File: src/rtl/instr_encoder_if.sv
// Field-bundle input, encoded-word output and error status of instr_encoder.
// The encoder takes the slave side; a producer/consumer takes the master side.
interface instr_encoder_if #(
    parameter int SEQ_W = 8,
    parameter int ERR_W = 8
);
    logic             in_valid;
    logic             in_ready;
    logic [3:0]       cond;
    logic [1:0]       op;
    logic [5:0]       funct;
    logic [3:0]       rn;
    logic [3:0]       rd;
    logic [11:0]      src2;
    logic [23:0]      imm24;
    logic             out_valid;
    logic             out_ready;
    logic [31:0]      out_instr;
    logic [SEQ_W-1:0] out_seq;
    logic             err_pulse;
    logic [ERR_W-1:0] err_cnt;

    modport master (
        output in_valid, cond, op, funct, rn, rd, src2, imm24, out_ready,
        input  in_ready, out_valid, out_instr, out_seq, err_pulse, err_cnt
    );

    modport slave (
        input  in_valid, cond, op, funct, rn, rd, src2, imm24, out_ready,
        output in_ready, out_valid, out_instr, out_seq, err_pulse, err_cnt
    );
endinterface

File: src/rtl/instr_encoder.sv
// Packs cond/Op/Funct/Rn/Rd/Src2/Imm24 into ARMv4 words behind a small FIFO.
// Illegal Op/Funct bundles are consumed, flagged and counted but never queued.
module instr_encoder #(
    parameter int DEPTH = 2,
    parameter int SEQ_W = 8,
    parameter int ERR_W = 8
) (
    input logic          clk,
    input logic          rst_n,
    instr_encoder_if.slave bus
);
    localparam int PW = $clog2(DEPTH);
    localparam int CW = PW + 1;

    logic [31:0]      r_mem_instr [DEPTH];
    logic [SEQ_W-1:0] r_mem_seq   [DEPTH];
    logic [PW-1:0]    r_wr_ptr;
    logic [PW-1:0]    r_rd_ptr;
    logic [CW-1:0]    r_count;
    logic [SEQ_W-1:0] r_seq;
    logic [ERR_W-1:0] r_err_cnt;
    logic             r_err_pulse;

    logic        w_full;
    logic        w_in_ready;
    logic        w_accept;
    logic        w_illegal;
    logic        w_push;
    logic        w_pop;
    logic [31:0] w_instr;

    // Ready looks only at the registered count, never at out_ready.
    assign w_full     = (r_count == CW'(DEPTH));
    assign w_in_ready = rst_n & ~w_full;
    assign w_accept   = bus.in_valid & w_in_ready;
    assign w_illegal  = (bus.op == 2'b11) |
                        ((bus.op == 2'b10) & ~bus.funct[5]);
    assign w_push     = w_accept & ~w_illegal;
    assign w_pop      = (r_count != '0) & bus.out_ready;

    always_comb begin
        w_instr = {bus.cond, bus.op, bus.funct,
                   bus.rn, bus.rd, bus.src2};
        if (bus.op == 2'b10) begin
            w_instr = {bus.cond, 2'b10, bus.funct[5:4], bus.imm24};
        end
    end

    always_ff @(posedge clk) begin
        if (w_push) begin
            r_mem_instr[r_wr_ptr] <= w_instr;
            r_mem_seq[r_wr_ptr]   <= r_seq;
        end
    end

    always_ff @(posedge clk) begin
        if (!rst_n) begin
            r_wr_ptr    <= '0;
            r_rd_ptr    <= '0;
            r_count     <= '0;
            r_seq       <= '0;
            r_err_cnt   <= '0;
            r_err_pulse <= 1'b0;
        end else begin
            r_err_pulse <= w_accept & w_illegal;
            if (w_push) begin
                r_wr_ptr <= r_wr_ptr + 1'b1;
                r_seq    <= r_seq + 1'b1;
            end
            if (w_pop) begin
                r_rd_ptr <= r_rd_ptr + 1'b1;
            end
            if (w_push && !w_pop) begin
                r_count <= r_count + 1'b1;
            end else if (!w_push && w_pop) begin
                r_count <= r_count - 1'b1;
            end
            if (w_accept && w_illegal && !(&r_err_cnt)) begin
                r_err_cnt <= r_err_cnt + 1'b1;
            end
        end
    end

    assign bus.in_ready  = w_in_ready;
    assign bus.out_valid = (r_count != '0);
    assign bus.out_instr = r_mem_instr[r_rd_ptr];
    assign bus.out_seq   = r_mem_seq[r_rd_ptr];
    assign bus.err_pulse = r_err_pulse;
    assign bus.err_cnt   = r_err_cnt;
endmodule

File: src/flat_wrapper.sv
// flat-port wrapper written by rule: the top's interface ports become plain ports
module instr_encoder_flat 
#(
    parameter int DEPTH = 2,
    parameter int SEQ_W = 8,
    parameter int ERR_W = 8
)
  (clk, rst_n, bus_in_valid, bus_cond, bus_op, bus_funct, bus_rn, bus_rd, bus_src2, bus_imm24, bus_out_ready, bus_in_ready, bus_out_valid, bus_out_instr, bus_out_seq, bus_err_pulse, bus_err_cnt);
  instr_encoder_if #(.SEQ_W(SEQ_W), .ERR_W(ERR_W)) bus_i ();
  input logic clk;
  input logic rst_n;
  input wire logic [$bits(bus_i.in_valid)-1:0] bus_in_valid;
  input wire logic [$bits(bus_i.cond)-1:0] bus_cond;
  input wire logic [$bits(bus_i.op)-1:0] bus_op;
  input wire logic [$bits(bus_i.funct)-1:0] bus_funct;
  input wire logic [$bits(bus_i.rn)-1:0] bus_rn;
  input wire logic [$bits(bus_i.rd)-1:0] bus_rd;
  input wire logic [$bits(bus_i.src2)-1:0] bus_src2;
  input wire logic [$bits(bus_i.imm24)-1:0] bus_imm24;
  input wire logic [$bits(bus_i.out_ready)-1:0] bus_out_ready;
  output wire logic [$bits(bus_i.in_ready)-1:0] bus_in_ready;
  output wire logic [$bits(bus_i.out_valid)-1:0] bus_out_valid;
  output wire logic [$bits(bus_i.out_instr)-1:0] bus_out_instr;
  output wire logic [$bits(bus_i.out_seq)-1:0] bus_out_seq;
  output wire logic [$bits(bus_i.err_pulse)-1:0] bus_err_pulse;
  output wire logic [$bits(bus_i.err_cnt)-1:0] bus_err_cnt;
  assign bus_i.in_valid = bus_in_valid;
  assign bus_i.cond = bus_cond;
  assign bus_i.op = bus_op;
  assign bus_i.funct = bus_funct;
  assign bus_i.rn = bus_rn;
  assign bus_i.rd = bus_rd;
  assign bus_i.src2 = bus_src2;
  assign bus_i.imm24 = bus_imm24;
  assign bus_i.out_ready = bus_out_ready;
  assign bus_in_ready = bus_i.in_ready;
  assign bus_out_valid = bus_i.out_valid;
  assign bus_out_instr = bus_i.out_instr;
  assign bus_out_seq = bus_i.out_seq;
  assign bus_err_pulse = bus_i.err_pulse;
  assign bus_err_cnt = bus_i.err_cnt;
  instr_encoder #(.DEPTH(DEPTH), .SEQ_W(SEQ_W), .ERR_W(ERR_W)) u_core (.clk(clk), .rst_n(rst_n), .bus(bus_i));
endmodule
File: config.mk
export PLATFORM = sky130hd
export DESIGN_NAME = instr_encoder_flat
export DESIGN_NICKNAME = d
export VERILOG_FILES = /design/src/rtl/instr_encoder_if.sv /design/src/rtl/instr_encoder.sv /design/src/flat_wrapper.sv
export SDC_FILE = /design/constraint.sdc
export NUM_CORES = 1
export LEC_CHECK = 0
export CAP_MARGIN = 10
export CORE_UTILIZATION = 35
export CTS_CLUSTER_DIAMETER = 40
export DETAILED_ROUTE_END_ITERATION = 6
export MAX_ROUTING_LAYER = met4
export PLACE_DENSITY = 0.71
export SLEW_MARGIN = 20
export SYNTH_ARGS = -nofsm -noshare
export SYNTH_HDL_FRONTEND = slang
export SYNTH_SLANG_ARGS = --single-unit
File: constraint.sdc
create_clock -name clk -period 7 [get_ports clk]
set_clock_uncertainty 0.05 [all_clocks]
set_input_delay 2.1 -clock clk [delete_from_list [all_inputs] [get_ports clk]]
set_output_delay 2.1 -clock clk [all_outputs]
set_load 0.01 [all_outputs]
==> results of run 1 <==
state kept, by name, summed over array words and instances, names as in the netlist, named ones only:
signal / cells
u_core.r_mem_instr: 64
u_core.bus.err_pulse: 1
u_core.r_mem_seq: 16
u_core.r_wr_ptr: 1
u_core.r_seq: 8
u_core.r_count: 2
u_core.r_rd_ptr: 1
u_core.bus.err_cnt: 8
per-layer routing:
metal | GRT usage, % | vias to the layer above
met2 | 20.6 | 101
met5 | - | -
met3 | 4.52 | 6
met4 | 4.77 | 0
li1 | - | 1260
met1 | 15.6 | 1230
worst paths after layout:
| check | startpoint | endpoint | slack (ns) | cells past startpoint |
|---|---|---|---|---|
| min reg2reg | u_core.bus.err_cnt[4] | u_core.bus.err_cnt[4] | 0.45 | 1 |
| max | rst_n | bus_in_ready | 1.17 | 4 |
| max reg2reg | u_core.r_count[1] | u_core.r_mem_seq[0][2] | 5.14 | 4 |
| min | u_core.bus.err_cnt[4] | u_core.bus.err_cnt[4] | 0.45 | 1 |
logic make-up after synthesis:
| kind of cell | synth area share [%] |
|---|---|
| multiplexers | 17.8 |
| buffers and inverters | 2.14 |
| flip-flops | 67.4 |
| AND/OR/NAND/NOR | 6.91 |
| adder cells (fa/ha/maj) | 0.890 |
| XOR/XNOR | 1.04 |
| AO/OA/AOI/OAI | 3.80 |
power groups by stage:
stage	Combinational, uW	Sequential (uW)	Clock [uW]
after floorplan	210	718	0
after global placement	364	753	0
after detailed placement	367	755	0
after CTS	369	741	479
after global routing	389	746	504
final	364	739	467
layout make-up:
type,count,area (um2)
inverters,6,22.5
clock buffers,9,225
clock inverters,6,55.1
fillers,1005,5820
multi-input cells,151,1300
well taps,143,179
flip-flops and latches,102,2840
repair buffers,112,1120
stage by stage:
step                utilization [%]  setup slack, ns  std cells  total power, uW  area (um2)
floorplan                         -             2.04        272              929        4220
global placement               47.2             1.22        514             1120        5460
CTS                            49.6             1.17        529             1590        5740
finish                         49.7             1.17        529             1570        5740
detailed placement             47.2             1.17        514             1120        5460
global route                   49.7             1.09        529             1640        5740
Yosys cell counts:
library cell	instances	share of area, %
sky130_fd_sc_hd__a211o_4	1	0.42
sky130_fd_sc_hd__a211oi_1	1	0.18
sky130_fd_sc_hd__a21oi_1	12	1.4
sky130_fd_sc_hd__and2_1	1	0.15
sky130_fd_sc_hd__and3_1	1	0.15
sky130_fd_sc_hd__buf_1	3	0.27
sky130_fd_sc_hd__buf_2	3	0.36
sky130_fd_sc_hd__buf_6	2	0.53
sky130_fd_sc_hd__clkbuf_1	5	0.45
sky130_fd_sc_hd__dfxtp_1	22	10
sky130_fd_sc_hd__edfxtp_1	80	57
sky130_fd_sc_hd__ha_1	3	0.89
sky130_fd_sc_hd__inv_1	6	0.53
sky130_fd_sc_hd__mux2_2	64	17
sky130_fd_sc_hd__mux2i_1	3	0.71
sky130_fd_sc_hd__nand2_1	8	0.71
sky130_fd_sc_hd__nand2b_1	1	0.15
sky130_fd_sc_hd__nand2b_4	1	0.33
sky130_fd_sc_hd__nand3_1	8	0.95
sky130_fd_sc_hd__nand4_1	2	0.30
sky130_fd_sc_hd__nand4bb_4	1	0.65
sky130_fd_sc_hd__nor2_1	10	0.89
sky130_fd_sc_hd__nor2b_2	1	0.21
sky130_fd_sc_hd__nor3_1	2	0.24
sky130_fd_sc_hd__nor4_1	2	0.30
sky130_fd_sc_hd__o21ai_0	7	0.83
sky130_fd_sc_hd__o31a_1	1	0.21
sky130_fd_sc_hd__o31ai_1	3	0.53
sky130_fd_sc_hd__o41ai_1	1	0.21
sky130_fd_sc_hd__or2_2	1	0.15
sky130_fd_sc_hd__or3_1	7	1.0
sky130_fd_sc_hd__or4_1	4	0.71
sky130_fd_sc_hd__xnor2_1	1	0.21
sky130_fd_sc_hd__xor2_1	4	0.83
critical path: stages:
cell	delay, ns
sky130_fd_sc_hd__clkdlybuf4s50_1	0.46
sky130_fd_sc_hd__inv_1	0.49
sky130_fd_sc_hd__nor2_1	0.12
sky130_fd_sc_hd__clkdlybuf4s50_1	0.51
==> summary.txt, run 1 <==
Synthesis
  – Portion of the post-synthesis area used by sequential elements: 67.4%
  – Cells after synthesis: 272
  – Average instance area after synthesis: 15.5 um2
  – Post-Synthesis Cell Area: 4220 um2
  – Flip-flop and latch count after synthesis: 102
  – Distinct cell type count of the synthesized netlist: 34
  – Total of warnings raised by yosys: 0
  – Number of nets in the synthesized netlist: 335

Power
  – Switching power share of the total: 25.3%
  – Portion of total power attributed to the clock network: 29.8%
  – Switching power total: 397 uW
  – Largest vdd supply drop: 0.000146 V
  – Gate power share: 23.2%
  – Reported leakage power: 0.00192 uW
  – Internal power contribution: 1170 uW
  – Part of the total power dissipated in sequential elements: 47.1%
  – Areal power density over the cells: 273 nW/um2

Clock network
  – Post-CTS setup buffer count: 0
  – CTS Sinks: 102
  – Total clock buffers created by CTS: 9
  – Clock Path Buffers: 2
  – Buffer cell driving the clock tree root: sky130_fd_sc_hd__clkbuf_16
  – CTS Hold Buffers Added: 0
  – Clk_lat worst skew: 0.33 ns
  – Clock edge transition at the registers on the reported setup and hold paths: 0.07 ns
  – Number of H-tree levels: 3
  – CTS tree: built
  – Cts repair resizes: 0

Place
  – Port buffer count: 110
  – RePlAce Congestion: 0.743
  – Post-detailed-placement half-perimeter wirelength: 5.34 mm

Detailed routing
  – Number of nets still failing antenna checks after routing: 0
  – Total via count after detailed routing: 2,597
  – Met3 wire length: 616 um
  – Overall routed net length: 7.95 mm
  – Post-route met1 wirelength: 3.57 mm
  – Topmost layer with routed signal wires: met4
  – Residual DRC count: 16
  – WL per Instance: 15.0 um
  – Wire length on met2: 3.69 mm
  – Post-detailed-route via-to-cell ratio: 4.91
  – Count of routing violations after the opening detailed-route iteration: 99
  – First-pass iteration count of the detailed router: 7

Worst setup path
  – Capturing element type of the critical path: output pin
  – Type of the worst setup path: in -> out
  – WP data required: 4.85 ns
  – WP data arrival: 3.68 ns
  – Worst Path Max Fanout: 20
  – Critical path launch point type: input pin

Outcome
  – Result of the run: finished with violations
  – Violated checks: DRC

Timing
  – Top achievable clock speed: 172 MHz
  – Worst Max-Slew Pin Slew: 0.986 ns
  – Accumulated negative setup slack: 0 ns
  – Final number of max-transition violations: 0
  – Setup-violating endpoint count in the final report: 0
  – Share of the clock period used by the worst path after layout: 83.2%
  – Remaining max-slew budget at the tightest pin: 34.3%
  – Final Hold Violating Endpoints: 0
  – Final hold slack: 0.452 ns
  – Minimum clock period: 5.83 ns
  – RSZ-0062 raised after global routing: no

Global routing
  – Maximum number of pins on one net before global-route repair: 41
  – Number of antenna violations at the first check in global routing: 0
  – Grt total ovfl: 0
  – Wire length of the first global-routing pass: 12.2 mm
  – Vias in the first global route: 2,485
  – GRT Total Usage: 13.1%

Cells and area
  – Final #Nets: 445
  – Area added between synthesis and finish: 36.2%
  – Leading cell types in the layout, fill and taps excluded: sky130_fd_sc_hd__clkdlybuf4s50_1 (110), sky130_fd_sc_hd__edfxtp_1 (80), sky130_fd_sc_hd__mux2_2 (64), sky130_fd_sc_hd__dfxtp_1 (21), sky130_fd_sc_hd__a21oi_1 (12)
  – Most common cell after layout, fill and taps aside: sky130_fd_sc_hd__clkdlybuf4s50_1
  – Antenna cells: 0
  – Layout cell share with drive strength beyond 1: 23.3%

Die
  – Std-Cell Rows: 39
  – Chip Height: 112 um
  – Overall die area: 12,500 um2
  – Boundary pin count: 111
  – Chip Width: 112 um
  – Starting density of the core: 36.5%
  – Area of the placeable core: 11,600 um2

Flow run
  – Count of max-cap constraint violations: 0

Hold path
  – Worst min-delay path class: reg -> reg
(Power assumes the default switching activity.)
==> inputs of run 2 (changes only) <==
- PLACE_DENSITY: 0.71 -> 0.73
- clock period: 7 -> 5.1 ns (I/O delays scaled with it)
==> run 2 against run 1 <==
The run still ends with DRC left. Combinational power grew 39%. Global-route usage grew 0.88 points. Worst setup slack lost 0.42 ns. Critical endpoint unchanged.
==> summary.txt, run 2 (synthesis results as in run 1) <==
Detailed routing
  – Overall routed net length: 8.27 mm (was 7.95 mm)
  – WL per Instance: 15.5 um (was 15.0 um)
  – Count of routing violations after the opening detailed-route iteration: 99 (unchanged)
  – Total via count after detailed routing: 2,635 (was 2,597)
  – Number of nets still failing antenna checks after routing: 0 (unchanged)
  – First-pass iteration count of the detailed router: 6 (was 7)
  – Post-detailed-route via-to-cell ratio: 4.93 (was 4.91)
  – Residual DRC count: 9 (was 16)

Place
  – Port buffer count: 110 (unchanged)
  – Post-detailed-placement cell area: 5490 um2 (was 5460 um2)
  – Post-detailed-placement half-perimeter wirelength: 5.70 mm (was 5.34 mm)
  – RePlAce Congestion: 0.688 (was 0.743)

Worst setup path
  – Worst Path Max Fanout: 4 (was 20)
  – Capturing element type of the critical path: output pin (unchanged)
  – WP data required: 3.52 ns (was 4.85 ns)
  – WP data arrival: 2.76 ns (was 3.68 ns)
  – R2R Path End: u_core.r_mem_instr[1][28] (was u_core.r_mem_seq[0][2])
  – Type of the worst setup path: in -> out (unchanged)
  – Launching instance or port of the critical path: rst_n (unchanged)
  – Reg-to-Reg Start: u_core.r_count[1] (unchanged)
  – Number of cells on the worst reg-to-reg path: 4 (unchanged)
  – Critical path launch point type: input pin (unchanged)
  – R2r setup slk: 3.07 ns (was 5.14 ns)

Cells and area
  – Util after Layout: 49.9% (was 49.7%)
  – Post-route standard cell area excluding fillers: 5770 um2 (was 5740 um2)
  – Leading cell types in the layout, fill and taps excluded: sky130_fd_sc_hd__clkdlybuf4s50_1 (110), sky130_fd_sc_hd__edfxtp_1 (80), sky130_fd_sc_hd__mux2_2 (64), sky130_fd_sc_hd__dfxtp_1 (21), sky130_fd_sc_hd__a21oi_1 (12) (unchanged)
  – Biggest regs: u_core.r_mem_instr: 64 flops, u_core.r_mem_seq: 16 flops (unchanged)
  – Max reg flops: 64 (unchanged)
  – Layout cell share with drive strength beyond 1: 24.0% (was 23.3%)
  – Area added between synthesis and finish: 36.9% (was 36.2%)
  – Antenna cells: 0 (unchanged)
  – Register ranked first by flip-flop count: u_core.r_mem_instr (unchanged)
  – Most common cell after layout, fill and taps aside: sky130_fd_sc_hd__clkdlybuf4s50_1 (unchanged)
  – Final #Nets: 449 (was 445)

Die
  – Starting density of the core: 36.5% (unchanged)
  – Std-Cell Rows: 39 (unchanged)
  – Chip Width: 112 um (unchanged)
  – Boundary pin count: 111 (unchanged)
  – Chip Height: 112 um (unchanged)
  – Area of the placeable core: 11,600 um2 (unchanged)
  – Overall die area: 12,500 um2 (unchanged)

Timing
  – Setup-violating endpoint count in the final report: 0 (unchanged)
  – Share of the clock period used by the worst path after layout: 85.1%
  – Minimum clock period: 4.34 ns
  – Final number of max-transition violations: 0 (unchanged)
  – Top achievable clock speed: 230 MHz
  – RSZ-0062 raised after global routing: no (unchanged)
  – Remaining max-slew budget at the tightest pin: 35.8% (was 34.3%)
  – Accumulated negative setup slack: 0 ns (unchanged)
  – Final Hold Violating Endpoints: 0 (unchanged)
  – Worst Max-Slew Pin Slew: 0.963 ns (was 0.986 ns)

Outcome
  – Result of the run: finished with violations (unchanged)
  – Violated checks: DRC (unchanged)

Power
  – Part of the total power dissipated in sequential elements: 47.0% (was 47.1%)
  – Gate power share: 23.4% (was 23.2%)
  – Switching power total: 535 uW (was 397 uW)
  – Reported leakage power: 0.00195 uW (was 0.00192 uW)
  – Largest vdd supply drop: 0.000236 V (was 0.000146 V)
  – Internal power contribution: 1620 uW (was 1170 uW)
  – Switching power share of the total: 24.8% (was 25.3%)
  – Areal power density over the cells: 373 nW/um2 (was 273 nW/um2)
  – Portion of total power attributed to the clock network: 29.5% (was 29.8%)

Hold path
  – Hold Path Stages: 0 (was 1)
  – Worst Hold Endpoint: u_core.r_mem_seq[1][7] (was u_core.bus.err_cnt[4])
  – Hold path start: u_core.r_seq[7] (was u_core.bus.err_cnt[4])
  – Worst min-delay path class: reg -> reg (unchanged)

Global routing
  – Wire length of the first global-routing pass: 13.2 mm (was 12.2 mm)
  – Vias in the first global route: 2,755 (was 2,485)
  – M3 GR Usage: 4.03% (was 4.52%)
  – GRT Total Usage: 14.0% (was 13.1%)
  – Global routing usage on met2: 24.1% (was 20.6%)
  – GRT busiest layer: met2 (unchanged)
  – Met1 layer usage reported by global route: 15.7% (was 15.6%)
  – Maximum number of pins on one net before global-route repair: 41 (unchanged)
  – Number of antenna violations at the first check in global routing: 0 (unchanged)
  – Grt total ovfl: 0 (unchanged)

Flow run
  – Count of max-cap constraint violations: 0 (unchanged)

Clock network
  – Clk_lat worst skew: 0.33 ns (about the same)
  – Total clock buffers created by CTS: 9 (unchanged)
  – CTS tree: built (unchanged)
  – CTS Sinks: 102 (unchanged)
  – Clock edge transition at the registers on the reported setup and hold paths: 0.07 ns (about the same)
  – Cts repair resizes: 0 (unchanged)
  – Number of H-tree levels: 3 (unchanged)
  – Post-CTS setup buffer count: 0 (unchanged)
  – Clock Path Buffers: 2 (unchanged)
  – Buffer cell driving the clock tree root: sky130_fd_sc_hd__clkbuf_16 (unchanged)
  – CTS Hold Buffers Added: 0 (unchanged)
run 2: cell types whose count changed in the layout (fill, tap and decap cells not counted):
cell	before	now
sky130_fd_sc_hd__buf_4	2	6
sky130_fd_sc_hd__clkinv_4	0	2
sky130_fd_sc_hd__clkinv_2	0	2
sky130_fd_sc_hd__clkbuf_8	0	1
sky130_fd_sc_hd__nand2b_2	1	0
sky130_fd_sc_hd__inv_8	2	0
sky130_fd_sc_hd__clkinvlp_4	2	0
sky130_fd_sc_hd__nand2b_1	0	1
run 2: critical path: stages:
cell	delay, ns
sky130_fd_sc_hd__clkdlybuf4s50_1	0.52
sky130_fd_sc_hd__inv_1	0.07
sky130_fd_sc_hd__nor2_1	0.11
sky130_fd_sc_hd__clkdlybuf4s50_1	0.54
run 2: area by class of cell:
cell class	count	area, um2
timing repair buffer	116	1150
fill	1017	5790
tap	143	179
clock buffer	10	239
clock inverter	6	45.0
sequential	102	2840
multi-input combinational	151	1300
inverter	6	22.5
run 2: worst max-delay path by stage:
stage	slack, ns	to	depth (start not counted)
2_1_floorplan	0.71	u_core.r_mem_instr[0][0]	4
3_3_place_gp	0.76	bus_in_ready	4
3_5_place_dp	0.75	bus_in_ready	4
4_1_cts	0.74	bus_in_ready	4
5_1_grt	0.66	bus_in_ready	4
6_report	0.76	bus_in_ready	4
run 2: through the flow:
step	power [uW]	worst slack [ns]	cells	hold slack, ns
2_1_floorplan	1270	0.705	272	0.390
6_report	2150	0.758	534	0.439
3_5_place_dp	1550	0.752	518	0.418
3_3_place_gp	1530	0.758	518	0.403
5_1_grt	2250	0.663	534	0.461
4_1_cts	2180	0.745	534	0.434
run 2: routing by layer:
| layer | vias to the layer above | part of all wire [%] |
|---|---|---|
| met1 | 1290 | 41 |
| li1 | 1259 | - |
| met2 | 78 | 52 |
| met4 | 0 | 0.99 |
| met3 | 8 | 5.9 |
| met5 | - | 0 |
run 2: power groups by stage:
stage | combinational [uW] | clock [uW] | sequential, uW
final | 505 | 637 | 1010
after detailed placement | 510 | 0 | 1040
after floorplan | 289 | 0 | 986
after global routing | 539 | 689 | 1020
after global placement | 502 | 0 | 1030
after CTS | 513 | 652 | 1020
